==> config.mk <==
export PLATFORM = sky130hd
export DESIGN_NAME = mmio_uart_tx
export DESIGN_NICKNAME = d
export VERILOG_FILES = /design/src/rtl/mmio_pkg.sv /design/src/rtl/mmio_uart_tx_byte_fifo.sv /design/src/rtl/mmio_uart_tx.sv
export SDC_FILE = /design/constraint.sdc
export NUM_CORES = 1
export LEC_CHECK = 0
export BUFFER_PORTS_ARGS = -buffer_cell sky130_fd_sc_hd__clkbuf_2
export CORE_MARGIN = 2
export CORE_UTILIZATION = 40
export DETAILED_ROUTE_END_ITERATION = 10
export PLACE_DENSITY = 0.55
export SYNTH_ARGS = -nofsm -noshare
export SYNTH_HDL_FRONTEND = slang
export SYNTH_HIERARCHICAL = 1
export SYNTH_SLANG_ARGS = --single-unit
==> constraint.sdc <==
create_clock -name clk -period 6.4 [get_ports clk]
set_clock_uncertainty 0.1 [all_clocks]
set_input_delay 1.28 -clock clk [delete_from_list [all_inputs] [get_ports clk]]
set_output_delay 1.28 -clock clk [all_outputs]
set_load 0.05 [all_outputs]
==> src/rtl/mmio_pkg.sv <==
// Shared definitions for the MMIO console transmitter: address map and TX FSM states.
package mmio_pkg;

  localparam logic [31:0] MMIO_UART_ADDR = 32'hFFFF_0000;
  localparam int unsigned BYTE_W         = 8;
  localparam int unsigned BAUD_W         = 16;
  localparam int unsigned BIT_IDX_W      = 3;

  typedef enum logic [1:0] {
    IDLE  = 2'd0,
    START = 2'd1,
    DATA  = 2'd2,
    STOP  = 2'd3
  } tx_state_t;

endpackage

==> src/rtl/mmio_uart_tx_byte_fifo.sv <==
// Byte FIFO with first-word-through read: dout is the head whenever empty is low.
module byte_fifo
  import mmio_pkg::*;
#(
  parameter int unsigned DEPTH = 16
) (
  input  logic              clk,
  input  logic              reset,
  input  logic              push,
  input  logic [BYTE_W-1:0] din,
  input  logic              pop,
  output logic [BYTE_W-1:0] dout,
  output logic              full,
  output logic              empty
);

  localparam int unsigned PTR_W = (DEPTH > 1) ? $clog2(DEPTH) : 1;
  localparam int unsigned CNT_W = $clog2(DEPTH + 1);

  logic [BYTE_W-1:0] mem_q [DEPTH];
  logic [PTR_W-1:0]  wr_ptr_q, wr_ptr_d;
  logic [PTR_W-1:0]  rd_ptr_q, rd_ptr_d;
  logic [CNT_W-1:0]  count_q, count_d;
  logic              full_q, empty_q;
  logic              do_push_c, do_pop_c;

  // Protect against caller misuse: never push when full, never pop when empty.
  assign do_push_c = push && !full_q;
  assign do_pop_c  = pop && !empty_q;

  always_comb begin
    wr_ptr_d = wr_ptr_q;
    rd_ptr_d = rd_ptr_q;
    count_d  = count_q;
    if (do_push_c) wr_ptr_d = wr_ptr_q + PTR_W'(1);
    if (do_pop_c)  rd_ptr_d = rd_ptr_q + PTR_W'(1);
    case ({do_push_c, do_pop_c})
      2'b10:   count_d = count_q + CNT_W'(1);
      2'b01:   count_d = count_q - CNT_W'(1);
      default: count_d = count_q;
    endcase
  end

  // Flags are registered from the next count so they stay in step with the pointers.
  always_ff @(posedge clk or posedge reset) begin
    if (reset) begin
      wr_ptr_q <= '0;
      rd_ptr_q <= '0;
      count_q  <= '0;
      full_q   <= 1'b0;
      empty_q  <= 1'b1;
    end else begin
      wr_ptr_q <= wr_ptr_d;
      rd_ptr_q <= rd_ptr_d;
      count_q  <= count_d;
      full_q   <= (count_d == CNT_W'(DEPTH));
      empty_q  <= (count_d == '0);
    end
  end

  always_ff @(posedge clk) begin
    if (do_push_c) mem_q[wr_ptr_q] <= din;
  end

  assign dout  = mem_q[rd_ptr_q];
  assign full  = full_q;
  assign empty = empty_q;

endmodule

==> src/rtl/mmio_uart_tx.sv <==
// Memory-mapped console transmitter: decoded byte stores are queued and sent as 8N1 UART frames.
module mmio_uart_tx
  import mmio_pkg::*;
#(
  parameter logic [31:0] MMIO_ADDR    = MMIO_UART_ADDR,
  parameter int unsigned CLKS_PER_BIT = 434,
  parameter int unsigned FIFO_DEPTH   = 16
) (
  input  logic        clk,
  input  logic        reset,
  input  logic        data_write,
  input  logic [7:0]  data,
  input  logic [31:0] data_address,
  output logic        tx,
  output logic        busy,
  output logic        fifo_full,
  output logic        overflow,
  output logic [7:0]  drop_count
);

  localparam logic [BAUD_W-1:0] BAUD_RELOAD = BAUD_W'(CLKS_PER_BIT - 1);

  tx_state_t            state_q, state_d;
  logic [BAUD_W-1:0]    baud_q, baud_d;
  logic [BIT_IDX_W-1:0] bit_q, bit_d;
  logic [BYTE_W-1:0]    shreg_q, shreg_d;
  logic                 tx_q, tx_d;
  logic                 busy_q, busy_d;
  logic                 overflow_q, overflow_d;
  logic [7:0]           drop_q, drop_d;

  logic                 hit_c, push_c, drop_c, pop_c, baud_done_c;
  logic                 fifo_full_w, fifo_empty_w;
  logic [BYTE_W-1:0]    fifo_dout_w;

  // Full-address decode; full is the pre-edge value so a simultaneous pop cannot rescue a byte.
  assign hit_c       = data_write && (data_address == MMIO_ADDR);
  assign push_c      = hit_c && !fifo_full_w;
  assign drop_c      = hit_c && fifo_full_w;
  assign baud_done_c = (baud_q == '0);

  byte_fifo #(
    .DEPTH (FIFO_DEPTH)
  ) u_fifo (
    .clk   (clk),
    .reset (reset),
    .push  (push_c),
    .din   (data),
    .pop   (pop_c),
    .dout  (fifo_dout_w),
    .full  (fifo_full_w),
    .empty (fifo_empty_w)
  );

  always_comb begin
    state_d = state_q;
    baud_d  = baud_q;
    bit_d   = bit_q;
    shreg_d = shreg_q;
    tx_d    = tx_q;
    pop_c   = 1'b0;
    case (state_q)
      IDLE: begin
        tx_d = 1'b1;
        if (!fifo_empty_w) begin
          pop_c   = 1'b1;
          shreg_d = fifo_dout_w;
          baud_d  = BAUD_RELOAD;
          tx_d    = 1'b0;
          state_d = START;
        end
      end
      START: begin
        if (baud_done_c) begin
          baud_d  = BAUD_RELOAD;
          bit_d   = '0;
          tx_d    = shreg_q[0];
          state_d = DATA;
        end else begin
          baud_d = baud_q - BAUD_W'(1);
        end
      end
      DATA: begin
        if (baud_done_c) begin
          baud_d = BAUD_RELOAD;
          if (bit_q == BIT_IDX_W'(7)) begin
            tx_d    = 1'b1;
            state_d = STOP;
          end else begin
            // Shift so the next bit to send is always at shreg[1] when the current one ends.
            shreg_d = shreg_q >> 1;
            tx_d    = shreg_q[1];
            bit_d   = bit_q + BIT_IDX_W'(1);
          end
        end else begin
          baud_d = baud_q - BAUD_W'(1);
        end
      end
      STOP: begin
        if (baud_done_c) begin
          if (!fifo_empty_w) begin
            pop_c   = 1'b1;
            shreg_d = fifo_dout_w;
            baud_d  = BAUD_RELOAD;
            tx_d    = 1'b0;
            state_d = START;
          end else begin
            tx_d    = 1'b1;
            state_d = IDLE;
          end
        end else begin
          baud_d = baud_q - BAUD_W'(1);
        end
      end
      default: begin
        tx_d    = 1'b1;
        state_d = IDLE;
      end
    endcase
  end

  // Next-cycle occupancy is non-zero iff a push lands or the FIFO keeps an entry; a pop implies a frame starts.
  assign busy_d = (state_d != IDLE) || push_c || !fifo_empty_w;

  always_comb begin
    overflow_d = overflow_q;
    drop_d     = drop_q;
    if (drop_c) begin
      overflow_d = 1'b1;
      if (drop_q != 8'hFF) drop_d = drop_q + 8'd1;
    end
  end

  always_ff @(posedge clk or posedge reset) begin
    if (reset) begin
      state_q    <= IDLE;
      baud_q     <= '0;
      bit_q      <= '0;
      shreg_q    <= '0;
      tx_q       <= 1'b1;
      busy_q     <= 1'b0;
      overflow_q <= 1'b0;
      drop_q     <= '0;
    end else begin
      state_q    <= state_d;
      baud_q     <= baud_d;
      bit_q      <= bit_d;
      shreg_q    <= shreg_d;
      tx_q       <= tx_d;
      busy_q     <= busy_d;
      overflow_q <= overflow_d;
      drop_q     <= drop_d;
    end
  end

  assign tx         = tx_q;
  assign busy       = busy_q;
  assign fifo_full  = fifo_full_w;
  assign overflow   = overflow_q;
  assign drop_count = drop_q;

endmodule

==> out/metrics.cfg <==
[run_status]
outcome = complete, no violations

[sta]
worstMarginPinSlew_ns = 0.979
hold_violations = 0
drv_slew = 0
period_share_pct = 72.3
finalSetupTns_ns = 0
slew_headroom_pct = 34.4
finalSetupViolCount = 0
rsz0062_at_grt = false
final_period_minus_worst_setup_slack_ns = 4.62
fmax_mhz = 216

[cells_and_area]
fin_util_pct = 46.2
drive_gt1_share_pct = 24.7
layout.cells.non_filler = 882
nFillCells = 1760
multi_input_area_sq_um = 2780
nets = 659
regArea_sq_um = 5220
area_delta_synth_final_pct = 13.6
fin_area_sq_um = 9310
antenna_cells = 0

[placement]
dp.cells = 850
dp_hpwl_um = 10900
place_area_sq_um = 8710
place_congestion = 0.840
port-buffer-count = 54

[worst_hold_path]
min_path_type = reg -> reg

[global_route]
grt_antenna_before_repair = 0
grt_overflow = 0
grt_max_degree = 41
grt_pass1_vias = 4798
track_usage_pct = 15.1
grt_pass1_wl_um = 25200

[clock_tree]
insertion_delay_ns = 0.42
cts_tree = done
ctsLongestPathBuffers = 2
ctsRootBufferMaster = clkbuf_16
h-tree-depth = 4
hold_buffers = 0
postCtsSetupBuffers = 0
clock_sinks = 183
cts_resized = 0
clkTransAtPathRegs_ns = 0.07
cts_made_buffers = 17

[pwr]
p_leak_nw = 3.35
ir_drop_mv = 0.170
p_per_area_nw_per_um2 = 251

[floorplan]
start_util_pct = 40.6
io-pin-count = 55
dieArea_sq_um = 21700
die_w_um = 147
coreArea_sq_um = 20200
die_y_um = 147
rows = 52

[detailed_routing]
drt_pass1_iterations = 5
via_per_inst = 5.31
vias = 4685
ant_nets = 0
wl_um = 15600
wl_per_cell_um = 17.6
drc = 0
drt-initial-drc-count = 261

[synth]
yosys_register_bits = 183
yosysUniqueCellTypes = 62
syn_inst = 547
ys_top_cells_by_area = edfxtp_1 47%, dfrtp_1 16%, mux4_2 11%
yosysWarningCount = 6
synth.largest_area_cell = edfxtp_1
yosys_most_used_dff = edfxtp_1
yosys.area.top_type_share_pct = 46.9
synth.net_count = 607
ys_async_sr_fraction_pct = 30.1
syn_area_sq_um = 8200
synth_common_cells = 128 x edfxtp_1, 53 x dfrtp_1, 40 x mux4_2, 36 x nor2_1, 35 x nand2_1
syn_avg_cell_area_sq_um = 15.0
synth_edf_count = 128
synth_most_common_cell = edfxtp_1
yosysSeqAreaShare_pct = 63.7

[worst_setup_path]
timing.rr.end = u_fifo/full
critPathKind = in -> reg
cp_data_arrival_time_ns = 4.87
critPathMaxFanout = 12
critPathCaptureType = register
crit-reg2reg-launch = baud_q[0]
worstSetupEndpoint = u_fifo/full
crit_start = data_address[15]
worstPathRequired_ns = 6.65
reg2reg_depth = 16
critPathLaunchType = primary input
r2r_setup_slack_ns = 2.59

[run]
maxCapViolations = 0

[metrics by stage]
step                setup WS, ns  hold slack, ns  power, mW
floorplan                   2.15           0.345       1.30
global placement            1.53           0.352       1.33
detailed placement          1.35           0.360       1.33
CTS                         1.78           0.377       2.36
global route                1.36           0.396       2.41
finish                      1.78           0.369       2.33
[where the power goes]
group | leakage (nW) | switching, mW | internal (mW) | total, mW
Sequential | 1.82 | 0.000000000916 | 1.27 | 1.27
Combinational | 1.23 | 0.0243 | 0.0112 | 0.0355
Clock | 0.292 | 0.498 | 0.531 | 1.03
Total | 3.35 | 0.523 | 1.81 | 2.33
[cells by family (layout without fill, tap and decap cells)]
kind of cell	Yosys count	after routing	share of synthesized area (%)
adders and majority gates	17	17	2.59
buffers and inverters	43	108	2.35
AOI/OAI and AO/OA	76	76	6.05
DFF	183	183	63.7
and+or+nand+nor	158	158	10.9
muxes	52	52	12.5
xor gates and xnor gates	18	18	1.92
[worst max-delay path, cell delays in order]
cell      delay (ns)
clkbuf_2        0.10
nor4_1          0.30
nand3_1         0.13
nor4_1          0.25
nor3b_1         0.27
nor2b_1         0.69
inv_2           0.15
nand2_1         0.12
xnor2_1         0.12
ha_1            0.22
a21oi_1         0.07
or3_4           0.35
a2111o_1        0.41
a31o_1          0.24
nor3b_2         0.16
[final cells by class]
cell class	count	share of cell area [%]
repair buffers	58	3.23
well taps	270	3.63
multi-input cells	321	29.9
flip-flops and latches	183	56.1
inverters	18	0.726
clock inverters	14	1.83
clock buffers	18	4.61
[layout by cell type, fill, tap and decap left out, types with 17 or more instances in the layout]
cell	n
clkbuf_2	54
a21oi_1	19
dfrtp_1	52
nor2_1	36
o21ai_0	26
ha_1	17
mux4_2	40
nand2_1	35
clkbuf_16	17
edfxtp_1	128
inv_1	17
[worst min-delay path by stage]
stage,slack [ns],depth (start not counted),endpoint,startpoint
after global placement,0.35,1,overflow,overflow
after global routing,0.40,1,overflow,overflow
after floorplan,0.34,1,u_fifo/count_q[4],u_fifo/count_q[4]
after CTS,0.38,1,overflow,overflow
final,0.37,1,overflow,overflow
after detailed placement,0.36,1,overflow,overflow
[state kept, by name, summed over array words and instances (netlist names)]
register / count
state_q: 2
overflow: 1
u_fifo/empty: 1
shreg_q: 8
bit_q: 3
drop_count: 8
u_fifo/rd_ptr_q: 4
busy: 1
u_fifo/full: 1
u_fifo/wr_ptr_q: 4
baud_q: 16
tx: 1
u_fifo/mem_q: 128
u_fifo/count_q: 5
[routing by layer]
metal  track usage (%)  vias to the layer above  share of wire [%]
met5                 0                        -                  0
met4              4.33                        0               0.76
met3              3.63                        7                4.3
met2              25.4                       99                 50
met1              19.6                     2360                 45
li1                  -                     2219                  -
(Power assumes the default switching activity.)
